<file path="src/rtl/caravel_bus_arbiter.sv">
// rtl/caravel_bus_arbiter.sv - two-requester round-robin wishbone arbiter with bus timeout
module caravel_bus_arbiter #(
  parameter logic [7:0] TIMEOUT_CYCLES = 8'd255
) (
  input  logic        wb_clk_i,
  input  logic        wb_rst_i,

  input  logic        master0_wb_cyc_i,
  input  logic        master0_wb_stb_i,
  input  logic        master0_wb_we_i,
  input  logic [3:0]  master0_wb_sel_i,
  input  logic [31:0] master0_wb_data_i,
  input  logic [27:0] master0_wb_adr_i,
  output logic        master0_wb_ack_o,
  output logic        master0_wb_stall_o,
  output logic        master0_wb_error_o,
  output logic [31:0] master0_wb_data_o,

  input  logic        master1_wb_cyc_i,
  input  logic        master1_wb_stb_i,
  input  logic        master1_wb_we_i,
  input  logic [3:0]  master1_wb_sel_i,
  input  logic [31:0] master1_wb_data_i,
  input  logic [27:0] master1_wb_adr_i,
  output logic        master1_wb_ack_o,
  output logic        master1_wb_stall_o,
  output logic        master1_wb_error_o,
  output logic [31:0] master1_wb_data_o,

  output logic        caravel_wb_cyc_o,
  output logic        caravel_wb_stb_o,
  output logic        caravel_wb_we_o,
  output logic [3:0]  caravel_wb_sel_o,
  output logic [31:0] caravel_wb_data_o,
  output logic [27:0] caravel_wb_adr_o,
  input  logic        caravel_wb_ack_i,
  input  logic        caravel_wb_stall_i,
  input  logic        caravel_wb_error_i,
  input  logic [31:0] caravel_wb_data_i
);

  localparam logic [1:0] IDLE   = 2'd0;
  localparam logic [1:0] GRANT0 = 2'd1;
  localparam logic [1:0] GRANT1 = 2'd2;
  localparam logic [1:0] FAULT  = 2'd3;

  logic [1:0] state;
  logic       last_grant;
  logic [7:0] timeout_cnt;
  logic       fault_master;
  logic       fault_pulse;

  logic grant_cyc;
  logic fault_cyc;
  logic timeout_hit;

  assign grant_cyc   = (state == GRANT1) ? master1_wb_cyc_i : master0_wb_cyc_i;
  assign fault_cyc   = fault_master ? master1_wb_cyc_i : master0_wb_cyc_i;
  assign timeout_hit = (TIMEOUT_CYCLES != 8'd0) && (timeout_cnt == TIMEOUT_CYCLES);

  always_ff @(posedge wb_clk_i or posedge wb_rst_i) begin
    if (wb_rst_i) begin
      state        <= IDLE;
      last_grant   <= 1'b1;
      timeout_cnt  <= 8'd0;
      fault_master <= 1'b0;
      fault_pulse  <= 1'b0;
    end else begin
      fault_pulse <= 1'b0;
      case (state)
        IDLE: begin
          // On contention, the requester that did not win last time goes first.
          if (master0_wb_cyc_i && (!master1_wb_cyc_i || last_grant)) begin
            state       <= GRANT0;
            last_grant  <= 1'b0;
            timeout_cnt <= 8'd0;
          end else if (master1_wb_cyc_i) begin
            state       <= GRANT1;
            last_grant  <= 1'b1;
            timeout_cnt <= 8'd0;
          end
        end
        GRANT0, GRANT1: begin
          if (caravel_wb_ack_i || caravel_wb_error_i)
            timeout_cnt <= 8'd0;
          else if (timeout_cnt != 8'hFF)
            timeout_cnt <= timeout_cnt + 8'd1;
          // Release wins over timeout, and always passes through IDLE before a new grant.
          if (!grant_cyc) begin
            state <= IDLE;
          end else if (timeout_hit) begin
            state        <= FAULT;
            fault_master <= (state == GRANT1);
            fault_pulse  <= 1'b1;
          end
        end
        default: begin
          if (!fault_cyc)
            state <= IDLE;
        end
      endcase
    end
  end

  always_comb begin
    caravel_wb_cyc_o   = 1'b0;
    caravel_wb_stb_o   = 1'b0;
    caravel_wb_we_o    = 1'b0;
    caravel_wb_sel_o   = 4'h0;
    caravel_wb_data_o  = 32'h0;
    caravel_wb_adr_o   = 28'h0;
    master0_wb_ack_o   = 1'b0;
    master0_wb_stall_o = master0_wb_cyc_i;
    master0_wb_error_o = 1'b0;
    master0_wb_data_o  = 32'h0;
    master1_wb_ack_o   = 1'b0;
    master1_wb_stall_o = master1_wb_cyc_i;
    master1_wb_error_o = 1'b0;
    master1_wb_data_o  = 32'h0;
    case (state)
      GRANT0: begin
        caravel_wb_cyc_o   = master0_wb_cyc_i;
        caravel_wb_stb_o   = master0_wb_stb_i;
        caravel_wb_we_o    = master0_wb_we_i;
        caravel_wb_sel_o   = master0_wb_sel_i;
        caravel_wb_data_o  = master0_wb_data_i;
        caravel_wb_adr_o   = master0_wb_adr_i;
        master0_wb_ack_o   = caravel_wb_ack_i;
        master0_wb_stall_o = caravel_wb_stall_i;
        master0_wb_error_o = caravel_wb_error_i;
        master0_wb_data_o  = caravel_wb_data_i;
      end
      GRANT1: begin
        caravel_wb_cyc_o   = master1_wb_cyc_i;
        caravel_wb_stb_o   = master1_wb_stb_i;
        caravel_wb_we_o    = master1_wb_we_i;
        caravel_wb_sel_o   = master1_wb_sel_i;
        caravel_wb_data_o  = master1_wb_data_i;
        caravel_wb_adr_o   = master1_wb_adr_i;
        master1_wb_ack_o   = caravel_wb_ack_i;
        master1_wb_stall_o = caravel_wb_stall_i;
        master1_wb_error_o = caravel_wb_error_i;
        master1_wb_data_o  = caravel_wb_data_i;
      end
      FAULT: begin
        if (fault_master)
          master1_wb_error_o = fault_pulse;
        else
          master0_wb_error_o = fault_pulse;
      end
      default: begin
      end
    endcase
  end

endmodule

</file>
<file path="config.mk">
export PLATFORM = sky130hd
export DESIGN_NAME = caravel_bus_arbiter
export DESIGN_NICKNAME = d
export VERILOG_FILES = /design/src/rtl/caravel_bus_arbiter.sv
export SDC_FILE = /design/constraint.sdc
export NUM_CORES = 1
export LEC_CHECK = 0
export CAP_MARGIN = 10
export CORE_AREA = 3 3 119 121
export DETAILED_ROUTE_END_ITERATION = 10
export DIE_AREA = 0 0 122 124
export GPL_TIMING_DRIVEN = 0
export PLACE_DENSITY = 0.69
export REMOVE_ABC_BUFFERS = 1
export SETUP_SLACK_MARGIN = 0.2
export SYNTH_ARGS = -nofsm -noshare
export SYNTH_HDL_FRONTEND = slang
export SYNTH_SLANG_ARGS = --single-unit
</file>
<file path="constraint.sdc">
create_clock -name wb_clk_i -period 2.9 [get_ports wb_clk_i]
set_clock_uncertainty 0.15 [all_clocks]
set_input_delay 0.87 -clock wb_clk_i [delete_from_list [all_inputs] [get_ports wb_clk_i]]
set_output_delay 0.87 -clock wb_clk_i [all_outputs]
set_load 0.005 [all_outputs]
</file>
# Word-level counts from Yosys, hierarchy flattened
# Index checks and enable logic that the tools add are counted.
# word_totals
ff_bits,13
latch_bits,0
ramBits,0
mem_bits_ro,0
input_bits,171
elab_cells,61
memories,0
# op_classes
n_addsub,1
n_mul,0
div_mod_pow,0
order_cmp,0
eq_ne,9
shifts,0
mux,34
bitwise,0
n_reduce_logical,12
# ops
operator,n
32-bit two-way mux,2
32-bit case mux with 2 select lines,1
28-bit case mux with 2 select lines,1
8-bit two-way mux,4
8-bit case mux with 2 select lines,1
1-bit two-way mux,13
2-bit two-way mux,5
1-bit case mux with 2 select lines,5
3-bit inequality test (second input constant),3
3-bit AND reduction,3
8-bit by 1-bit adder with 8-bit output (second input constant),1
8-bit equality test (second input constant),1
8-bit inequality test (second input constant),1
4-bit case mux with 2 select lines,1
2-bit equality test (second input constant),2
2-bit case mux with 2 select lines,1
2-bit nonzero test,2
3-bit by 1-bit inequality test with 1-bit output (second input constant),1
2-bit by 1-bit equality test with 1-bit output (second input constant),1
2-bit logical NOT,1
1-bit logical OR,2
2-bit AND reduction,1
2-bit OR reduction,1
1-bit logical AND,1
1-bit logical NOT,1

# Longest topological paths before layout
# logic_depth
ltp_word,5
ltp_mapped,7
ltp_nobuf,6

# Worst setup path before layout
# Ideal clock, no wire load.
# synth_path
kind,flip-flop to output port
from,reg state[0]
to,out caravel_wb_adr_o[0]
arrival_time_ns,1.586
required_ns,1.880
path_slack_ns,0.294
stages_incl_launch_ff,7
n_path_buf,2
cell_sequence,dfrtp_1 > inv_1 > ha_1 > clkinv_1 > clkbuf_1 > buf_1 > nor2_1
# synth_between
elab_chain_len,2
elab_cells_between_ends,3
# synth_rtl
item,line_no,source
start: declaration,47,logic [1:0] state;
start signal: assignment,63,state <= IDLE;
start signal: assignment,74,state <= GRANT0;
start signal: assignment,78,state <= GRANT1;
2-bit equality test / 2-bit by 1-bit equality test with 1-bit output (equally long branches),120,case (state)
28-bit case mux with 2 select lines *,120,
end: declaration,35,"output logic [27:0] caravel_wb_adr_o,"
# Mark *: on every way between the ends. The rest lies on a longest branch, timed or not.

# Worst setup path after layout
# layout_path
from,in master0_wb_adr_i[26]
to,out caravel_wb_adr_o[26]
# layout_between
elab_chain_len,1
# layout_rtl
item,line_no,source
start: declaration,13,"input logic [27:0] master0_wb_adr_i,"
28-bit case mux with 2 select lines,120,
# Every way passes these cells.

==> impl_metrics.yaml <==
final_layout:
  layout-drive-gt1-share: 0.326
  final_area_sq_mm: 0.00557
  fillers: 1372
  insertedDiodeCount: 0
  final_nets: 807
  stdcell_count: 805
  syn2layout_area_growth_pct: 157
yosys:
  synth-async-reset-ratio: 1.00
  ys_ff_latch: 13
  seq_area_frac_synth: 0.151
  synth_xor_area_frac: 0
  syn_area_per_cell_sq_um: 6.70
  synth_area_sq_mm: 0.00216
  ys.flop_type: "dfrtp_1"
  syn_inst: 323
  yosys_warnings: 0
  synth_cell_types: 38
  synth-edff-count: 0
  synth-simple-area-share: 0.404
  synth_mux_area_frac: 0.0306
  synth_compound_area_frac: 0.313
  synth_adder_area_share: 0.0347
  synth_top_family_by_area: "simple AND/OR/NAND/NOR gates"
hold_path:
  hold_class: "reg -> reg"
  min_to: "timeout_cnt[1]"
  min-delay-start: "timeout_cnt[1]"
  hold_depth: 1
route:
  routed_wl_microns: 15500
  vias: 3635
  drc_errors: 0
  initialDrtViolationCount: 215
  wl_per_cell_microns: 19.2
  ant_nets: 0
  drtPass1Iterations: 4
  vias_per_cell: 4.52
cts:
  clk_latency_ps: 250
  cts_tree: "yes"
  clock-sinks: 13
  cts_max_level: 1
  clkTransAtPathRegs_ps: 40
  numCtsBuffers: 3
  cts_root_buf: "clkbuf_16"
  ctsLongestPathBuffers: 2
place:
  hpwlAfterDp_microns: 11100
  numPlacedInstances: 776
  dpl-instance-area_sq_mm: 0.00541
  io_buffers: 307
  gp_congestion: 0.861
sta:
  max_freq_mhz: 359
  setup_viol: 0
  period_minus_slack_ps: 2790
  worst_pin_slew_ps: 631
  hold_slack_ps: 389
  rsz0062_at_grt: "true"
  max_slew_margin: 0.575
  finalCritPeriodShare: 0.961
  finalHoldViolCount: 0
  drv_slew: 0
pwr:
  ir_drop_uv: 424
  p_leak_nw: 2.71
  finalPower_mw: 4.46
  power_density_mw_per_mm2: 802
critical_path:
  end_kind: "output pin"
  crit_type: "in -> out"
  regToRegSetupSlack_ps: 560
  r2r_end: "timeout_cnt[4]"
  cp-start-kind: "primary input"
  crit_fanout: 1
  cp.required_ps: 1880
  crit_arrival_ps: 1770
  reg2reg_depth: 7
  reg2reg_from: "state[0]"
grt:
  antenna_found_initial: 0
  grt_pass1_wl_microns: 20800
  grt_overflow: 0
  grt_usage: 0.176
  grt_max_degree: 54
  grt_pass1_vias: 3439
floorplanning:
  start_util: 0.164
  num_rows: 42
  core_sq_mm: 0.0132
  dieArea_sq_mm: 0.0151
  fp.dieW_microns: 122
  io_pins: 308
  die_h_microns: 124
run:
  cap_violations: 0
status:
  outcome: "finished clean"
[report_power, final]
| group | leakage [nW] | total (mW) | internal, mW | switching [mW] |
|---|---|---|---|---|
| Combinational | 2.50 | 3.95 | 1.96 | 2.00 |
| Clock | 0.0382 | 0.267 | 0.186 | 0.0813 |
| Sequential | 0.173 | 0.245 | 0.219 | 0.0257 |
[registers in the layout, summed over array words and instances, names as in the netlist]
register,flops
timeout_cnt,8
fault_master,1
state,2
fault_pulse,1
last_grant,1
[timing repair]
| item | CTS | global route |
|---|---|---|
| gates resized for setup | 478 | 115 |
| gates cloned | 3 | 3 |
| pin swaps | 99 | 38 |
| buffers inserted | 19 | 0 |
| hold buffers | 0 | 0 |
| setup endpoints to repair | 138 | 106 |
[layout make-up]
cell class / count / area (sq um) / area share
inverters: 5 / 31.3 / 0.00562
multi-input cells: 272 / 1920 / 0.345
flip-flops and latches: 13 / 329 / 0.0591
well taps: 176 / 220 / 0.0396
repair buffers: 334 / 2970 / 0.533
clock buffers: 4 / 78.8 / 0.0142
repair inverters: 1 / 16.3 / 0.00292
[metrics by stage]
step / utilization / setup slack, ps / TNS, ps
after global routing: 0.422 / 69.7 / 0
after global placement: 0.404 / -2230 / -215110
after detailed placement: 0.410 / -596 / -44200
after CTS: 0.411 / 43.3 / 0
final: 0.422 / 113 / 0
after floorplan: - / -657 / -54900
[layout by cell type (no fill, tap or decap), drive strengths merged, types with 2 or more instances in the layout]
| master | netlist | layout |
|---|---|---|
| nor2 | 72 | 72 |
| o21ai | 3 | 3 |
| a21oi | 5 | 5 |
| nand3 | 6 | 6 |
| dlygate4sd2 | 0 | 43 |
| dlymetal6s2s | 0 | 24 |
| dfrtp | 12 | 12 |
| o211ai | 3 | 3 |
| nor3b | 2 | 2 |
| a22o | 2 | 2 |
| clkbuf | 23 | 39 |
| ha | 6 | 6 |
| nand2b | 3 | 3 |
| nand2 | 10 | 10 |
| or4 | 3 | 3 |
| o2bb2ai | 2 | 2 |
| o31ai | 3 | 3 |
| inv | 4 | 4 |
| clkdlybuf4s15 | 0 | 13 |
| and2 | 66 | 66 |
| a22oi | 67 | 67 |
| clkdlybuf4s50 | 0 | 115 |
| a31oi | 2 | 2 |
| buf | 10 | 103 |
| clkinv | 1 | 2 |
| mux2 | 5 | 5 |
[routing by layer]
metal  GRT usage  up-vias  share of wire
met3      0.0259       15          0.064
met4      0.0336        0          0.014
li1            -     1762              -
met2       0.312      135           0.51
met5           0        -              0
met1       0.229     1723           0.41
[logic make-up (layout without fill, tap and decap cells)]
| family | after synthesis | count (layout) |
|---|---|---|
| AOI/OAI and AO/OA | 92 | 92 |
| muxes | 6 | 6 |
| and+or+nand+nor | 168 | 168 |
| buffers and inverters | 38 | 344 |
| DFF | 13 | 13 |
| adders and majority gates | 6 | 6 |
[Yosys cell counts (2+ instances only)]
master     number  area [sq um]
nor2_1         71           267
a22oi_1        67           503
and2_1         66           413
clkbuf_1       23          86.3
dfrtp_1        12           300
nand2_1        10          37.5
buf_1           8          30.0
ha_1            6          75.1
nand3_1         6          30.0
a21oi_1         5          25.0
mux2_2          5          56.3
inv_1           4          15.0
nand2b_1        3          18.8
o211ai_1        3          22.5
o21ai_0         3          15.0
o31ai_1         3          22.5
or4_1           3          22.5
a22o_1          2          17.5
a31oi_1         2          12.5
buf_2           2          10.0
o2bb2ai_1       2          17.5
[worst max-delay path by stage]
stage | start | endpoint | slack (ps) | cells past startpoint
floorplan | state[1] | master0_wb_stall_o | -660 | 3
global placement | state[1] | caravel_wb_adr_o[11] | -2230 | 5
detailed placement | state[0] | caravel_wb_adr_o[11] | -600 | 6
CTS | master1_wb_adr_i[11] | caravel_wb_adr_o[11] | 40 | 4
global route | master1_wb_adr_i[26] | caravel_wb_adr_o[26] | 70 | 4
finish | master0_wb_adr_i[26] | caravel_wb_adr_o[26] | 110 | 4
[worst max-delay path, cell delays in order]
cell	delay [ps]
clkdlybuf4s50_1	430
a22oi_2	160
nor2_1	60
dlygate4sd2_1	260
Note: power is estimated with default switching activity, not from simulation.
==> variant 1: new RTL, same settings <==
Make the reset (`wb_rst_i`) synchronous in one clocked block.
--- a/src/rtl/caravel_bus_arbiter.sv
+++ b/src/rtl/caravel_bus_arbiter.sv
@@ -58,7 +58,7 @@
   assign fault_cyc   = fault_master ? master1_wb_cyc_i : master0_wb_cyc_i;
   assign timeout_hit = (TIMEOUT_CYCLES != 8'd0) && (timeout_cnt == TIMEOUT_CYCLES);
 
-  always_ff @(posedge wb_clk_i or posedge wb_rst_i) begin
+  always_ff @(posedge wb_clk_i) begin
     if (wb_rst_i) begin
       state        <= IDLE;
       last_grant   <= 1'b1;
Formal check against the unedited RTL: differs if wb_rst_i is asserted again (counterexample within 4 cycles, from zero or initial values and one cycle with wb_rst_i high); with wb_rst_i held inactive, the same outputs for 10 cycles.
==> variant 1 against the original RTL <==
Final cell count fell by 0.25%; register-to-register slack gained 340 ps; sequential share of layout area down 0.85 points; via count increased by 1.9%; setup slack better by 83 ps; design area decreased by 4.9%; sequential power shrank 8.2%; power decreased by 28%; sequential cell count is the same; clock power increased by 1%; global-route usage decreased by 0.92 points; routed wire length decreased by 4.3%; area after synthesis down 2.7%; largest cell class unchanged.
==> variant 1: results (changes against the original RTL) <==
{| class="wikitable"
! Metric !! Value
|-
| Ys async rst share || 0 (-1.00)
|-
| Synth Area per Inst || 6.46 µm² (-3.6%)
|-
| Final instance count without filler cells || 803 (-0.25%)
|-
| Vias in the first global route || 3455 (+0.47%)
|-
| Cells taking the most area after synthesis || sky130_fd_sc_hd__a22oi_1 24%, sky130_fd_sc_hd__and2_1 20%, sky130_fd_sc_hd__nor2_1 13%, sky130_fd_sc_hd__dfxtp_1 12%, sky130_fd_sc_hd__clkbuf_1 3.9%
|-
| Flip-flop count of the largest register, all copies and words added || 8 (unchanged)
|-
| Maximum resistive drop on vdd || 0.369 mV (-13%)
|-
| Status || finished clean
|-
| Measured slew at the worst slew-check pin || 535 ps (-96.0 ps)
|-
| Clock tree buffer depth || 2 (unchanged)
|-
| CP Data Arrival Time || 1680 ps (-90 ps)
|-
| CTS Buf Count || 3 (unchanged)
|-
| Maximum number of pins on one net before global-route repair || 43 (-20%)
|-
| Placed wire-length estimate || 10600 µm (-4.1%)
|-
| Number of antenna violations at the first check in global routing || 0 (unchanged)
|-
| Instance area at placement || 5360 µm² (-0.83%)
|-
| Initial DRC count || 191 (-11%)
|-
| Later-pin clock latency in the skew report || 250 ps (about the same)
|-
| Overall global routing resource usage || 0.167 (-0.00922)
|-
| Warnings, synthesis || 0 (unchanged)
|-
| H-Tree Level Count || 1 (unchanged)
|-
| Wire length of the first global-routing pass || 20000 µm (-3.5%)
|-
| Largest driver fanout on the critical path || 1 (unchanged)
|-
| Most common flop cell mapped by yosys || sky130_fd_sc_hd__dfxtp_1
|-
| Hold WC Path Type || register to register
|-
| Wirelength per Cell || 18.5 µm (-4.1%)
|-
| Via total after detailed routing || 3705 (+1.9%)
|-
| Nets@finish || 805 (-0.25%)
|-
| Largest registers || timeout_cnt (8), state (2)
|-
| Number of inserted diodes || 0 (unchanged)
|-
| RePlAce Congestion || 0.835 (-3.1%)
|-
| Buffer type at the clock tree root || sky130_fd_sc_hd__clkbuf_16
|-
| Clock transition at the registers of the reported paths || 50 ps
|-
| Pre-antenna DRT Iters || 4 (unchanged)
|-
| Post-synthesis sequential area ratio || 0.124 (-0.0274)
|-
| Fraction of layout instances using a drive strength above 1 || 0.305 (-0.0213)
|-
| Worst setup timing slack at the placement stage || -386 ps (+209 ps)
|-
| Most frequent cells after synthesis || 73 x sky130_fd_sc_hd__nor2_1, 68 x sky130_fd_sc_hd__and2_1, 67 x sky130_fd_sc_hd__a22oi_1, 22 x sky130_fd_sc_hd__clkbuf_1, 13 x sky130_fd_sc_hd__dfxtp_1
|-
| Leakage power figure || 2.46 nW (-9.1%)
|-
| Distinct cell type count of the synthesized netlist || 34 (-11%)
|-
| Number of port buffers || 307 (unchanged)
|-
| Number of cells in the design after placement || 782 (+0.77%)
|}
[variant 1: final cells by class]
| class | count | area [µm²] |
|---|---|---|
| multi-input cells | 279 | 1930 |
| inverters | 4 | 20.0 |
| fillers | 1386 | 7900 |
| clock buffers | 4 | 78.8 |
| well taps | 176 | 220 |
| repair buffers | 327 | 2780 |
| flip-flops and latches | 13 | 268 |
[variant 1: critical path, stage by stage]
cell                              delay [ps]
sky130_fd_sc_hd__clkdlybuf4s50_1         410
sky130_fd_sc_hd__a22oi_1                 200
sky130_fd_sc_hd__nor2_1                   70
sky130_fd_sc_hd__buf_2                   130
[variant 1: kinds of logic after synthesis]
family / count (synthesis) / synth area share
AO/OA/AOI/OAI: 98 / 0.335
buffers and inverters: 34 / 0.0606
multiplexers: 6 / 0.0297
flip-flops: 13 / 0.124
adder cells (fa/ha/maj): 6 / 0.0356
AND/OR/NAND/NOR: 169 / 0.416
[variant 1: worst paths after layout]
path | start | end | slack [ps] | depth (start not counted)
max reg2reg | state[0]$_SDFFE_PP0P_ | timeout_cnt[0]$_SDFFE_PP0P_ | 900 | 7
min | last_grant$_SDFFE_PP1P_ | last_grant$_SDFFE_PP1P_ | 350 | 1
max | master1_wb_adr_i[27] | caravel_wb_adr_o[27] | 200 | 4
min reg2reg | last_grant$_SDFFE_PP1P_ | last_grant$_SDFFE_PP1P_ | 350 | 1
[variant 1: layer usage]
layer / GRT usage / up-vias / part of all wire
met5: 0 / - / 0
met4: 0.0462 / 0 / 0.020
met3: 0.0327 / 23 / 0.079
met2: 0.299 / 152 / 0.52
met1: 0.204 / 1761 / 0.38
li1: - / 1769 / -
[variant 1: what timing repair did]
action | CTS | global route
pin swaps | 104 | 19
resized for setup | 458 | 88
endpoints found under the hold margin | 0 | 0
gates cloned | 3 | 0
setup endpoints to repair | 137 | 88
setup buffers | 13 | 1
[variant 1: where the power goes]
part	leakage [nW]	total [mW]	switching, mW	internal [mW]
Combinational	2.32	2.71	1.38	1.33
Clock	0.0382	0.271	0.0850	0.186
Sequential	0.107	0.225	0.0217	0.203
Total	2.46	3.21	1.49	1.72
==> variant 2: new RTL, same flow settings <==
Made on the original files. `TIMEOUT_CYCLES`: 8'd255 -> 8'd127.
--- a/src/rtl/caravel_bus_arbiter.sv
+++ b/src/rtl/caravel_bus_arbiter.sv
@@ -1,6 +1,6 @@
 // rtl/caravel_bus_arbiter.sv - two-requester round-robin wishbone arbiter with bus timeout
 module caravel_bus_arbiter #(
-  parameter logic [7:0] TIMEOUT_CYCLES = 8'd255
+  parameter logic [7:0] TIMEOUT_CYCLES = 8'd127
 ) (
   input  logic        wb_clk_i,
   input  logic        wb_rst_i,
Function: same outputs for any inputs over 10 cycles, from zero or initial values and one cycle with wb_rst_i high; that may be too few to reach the edited logic, so the function may still have changed.
==> variant 2 against the original RTL <==
Sequential power up 3%; synthesized cell count down 1.2%; design area up 14%; clock power down 3%; fmax about the same; area after synthesis up 7.7%; setup slack better by 0.89 ps; routed wire length up 14%; critical path depth up 4; combinational power up 22%; power up 19%; via count up 6.2%; sequential cell count unchanged; critical endpoint is now caravel_wb_data_o[20]; highest routed layer unchanged.
==> variant 2: results (changes against the original RTL) <==
{| class="wikitable"
! Metric !! Value
|-
| Status || finished clean
|-
| Power Internal || 3.08 mW (+30%)
|-
| Fraction of layout instances using a drive strength above 1 || 0.392 (+0.0658)
|-
| Nets@finish || 829 (+2.7%)
|-
| R2R cell count || 10 (+3)
|-
| Maximum number of pins on one net before global-route repair || 32 (-41%)
|-
| Maximum resistive drop on vdd || 0.544 mV (+28%)
|-
| Wire length of the first global-routing pass || 21900 µm (+5.4%)
|-
| Wirelength per Cell || 21.4 µm (+11%)
|-
| RePlAce Congestion || 0.844 (-2.0%)
|-
| Via total after detailed routing || 3860 (+6.2%)
|-
| Measured slew at the worst slew-check pin || 512 ps (-119 ps)
|-
| Most frequent cells after synthesis || 68 x sky130_fd_sc_hd__nor2b_1, 67 x sky130_fd_sc_hd__a22oi_1, 66 x sky130_fd_sc_hd__and2_1, 26 x sky130_fd_sc_hd__clkbuf_1, 12 x sky130_fd_sc_hd__dfrtp_1
|-
| Largest driver fanout on the critical path || 6 (+5)
|-
| Fraction of the mapped netlist area in compound gates || 0.294 (-0.0191)
|-
| Buffer type at the clock tree root || sky130_fd_sc_hd__clkbuf_16
|-
| Post-synthesis sequential area ratio || 0.140 (-0.0108)
|-
| Portion of synthesized cell area occupied by the leading cell type || 0.216 (-0.0166)
|-
| Leakage power figure || 3.11 nW (+15%)
|-
| Arithmetic-cell share of the synthesized area counting full adders, half adders and majority gates || 0.0322 (-0.00248)
|-
| Later-pin clock latency in the skew report || 240 ps
|-
| Family of cells with the greatest summed delay on the critical path || buffers and inverters
|-
| Placed wire-length estimate || 11000 µm (-1.3%)
|-
| Highest-delay cell along the critical path || sky130_fd_sc_hd__dfrtp_2
|-
| Initial DRC count || 156 (-27%)
|-
| Overall global routing resource usage || 0.186 (+0.00954)
|-
| Instance count along the most critical hold path || 1 (unchanged)
|-
| Number of antenna violations at the first check in global routing || 0 (unchanged)
|-
| Distinct cell type count of the synthesized netlist || 40 (+5.3%)
|-
| Share of cell area taken by muxes after synthesis || 0.0284 (-0.00219)
|}
variant 2: timing repair:
| action | CTS | global route |
|---|---|---|
| gates resized for setup | 401 | 226 |
| cloned | 5 | 14 |
| setup endpoints to repair | 137 | 115 |
| pin swaps | 43 | 53 |
| buffers inserted | 22 | 7 |
variant 2: final timing paths:
| check | start | end | slack, ps |
|---|---|---|---|
| setup / recovery | state[1]$_DFFE_PP0P_ | caravel_wb_data_o[20] | 110 |
| hold / removal | timeout_cnt[1]$_DFFE_PP0P_ | timeout_cnt[1]$_DFFE_PP0P_ | 380 |
| setup reg to reg | state[0]$_DFFE_PP0P_ | state[1]$_DFFE_PP0P_ | 560 |
| hold reg to reg | timeout_cnt[1]$_DFFE_PP0P_ | timeout_cnt[1]$_DFFE_PP0P_ | 380 |
| max in group asynchronous | wb_rst_i | state[1]$_DFFE_PP0P_ | 1420 |
| min in group asynchronous | wb_rst_i | fault_pulse$_DFF_PP0_ | 810 |
variant 2: cell families after synthesis:
| family | after synthesis |
|---|---|
| multiplexers | 6 |
| AO/OA/AOI/OAI | 89 |
| adder cells (fa/ha/maj) | 6 |
| buffers and inverters | 36 |
| AND/OR/NAND/NOR | 169 |
| flip-flops | 13 |
variant 2: through the flow:
step | worst slack [ps] | instances | instance area [µm²] | TNS, ps
final | 114 | 828 | 6370 | 0
after global routing | 66.6 | 827 | 6370 | 0
after CTS | 44.2 | 806 | 5800 | 0
after detailed placement | -429 | 775 | 5590 | -33960
after global placement | -2320 | 772 | 5510 | -221460
after floorplan | -580 | 289 | 2220 | -56330
variant 2: per-layer routing:
| layer | global-route usage | part of all wire | up-vias |
|---|---|---|---|
| li1 | - | - | 1806 |
| met1 | 0.222 | 0.40 | 1890 |
| met2 | 0.353 | 0.52 | 148 |
| met3 | 0.0332 | 0.072 | 16 |
| met4 | 0.0266 | 0.0097 | 0 |
| met5 | 0 | 0 | - |
variant 2: worst reg2reg max path: cells and delay by family (launching register included):
kind                       cells  cell delay, ps
AOI/OAI and AO/OA              1              90
adders and majority gates      1             160
buffers and inverters          5             620
DFF                            1             410
muxes                          2             660
and+or+nand+nor                1             130
variant 2: layout make-up:
class	instances	area, µm²
Fill cell	1299	6820
Timing Repair Buffer	358	3480
Multi-Input combinational cell	270	2230
Sequential cell	13	329
Tap cell	176	220
Clock buffer	4	78.8
Inverter	6	32.5
Antenna cell	1	2.50
variant 2: power groups by stage:
stage               logic, mW  clock network [mW]  registers, mW
floorplan                1.55                   0          0.241
global route             5.11               0.286          0.253
finish                   4.81               0.260          0.252
global placement         3.42                   0          0.245
CTS                      3.94               0.265          0.245
detailed placement       3.54                   0          0.252
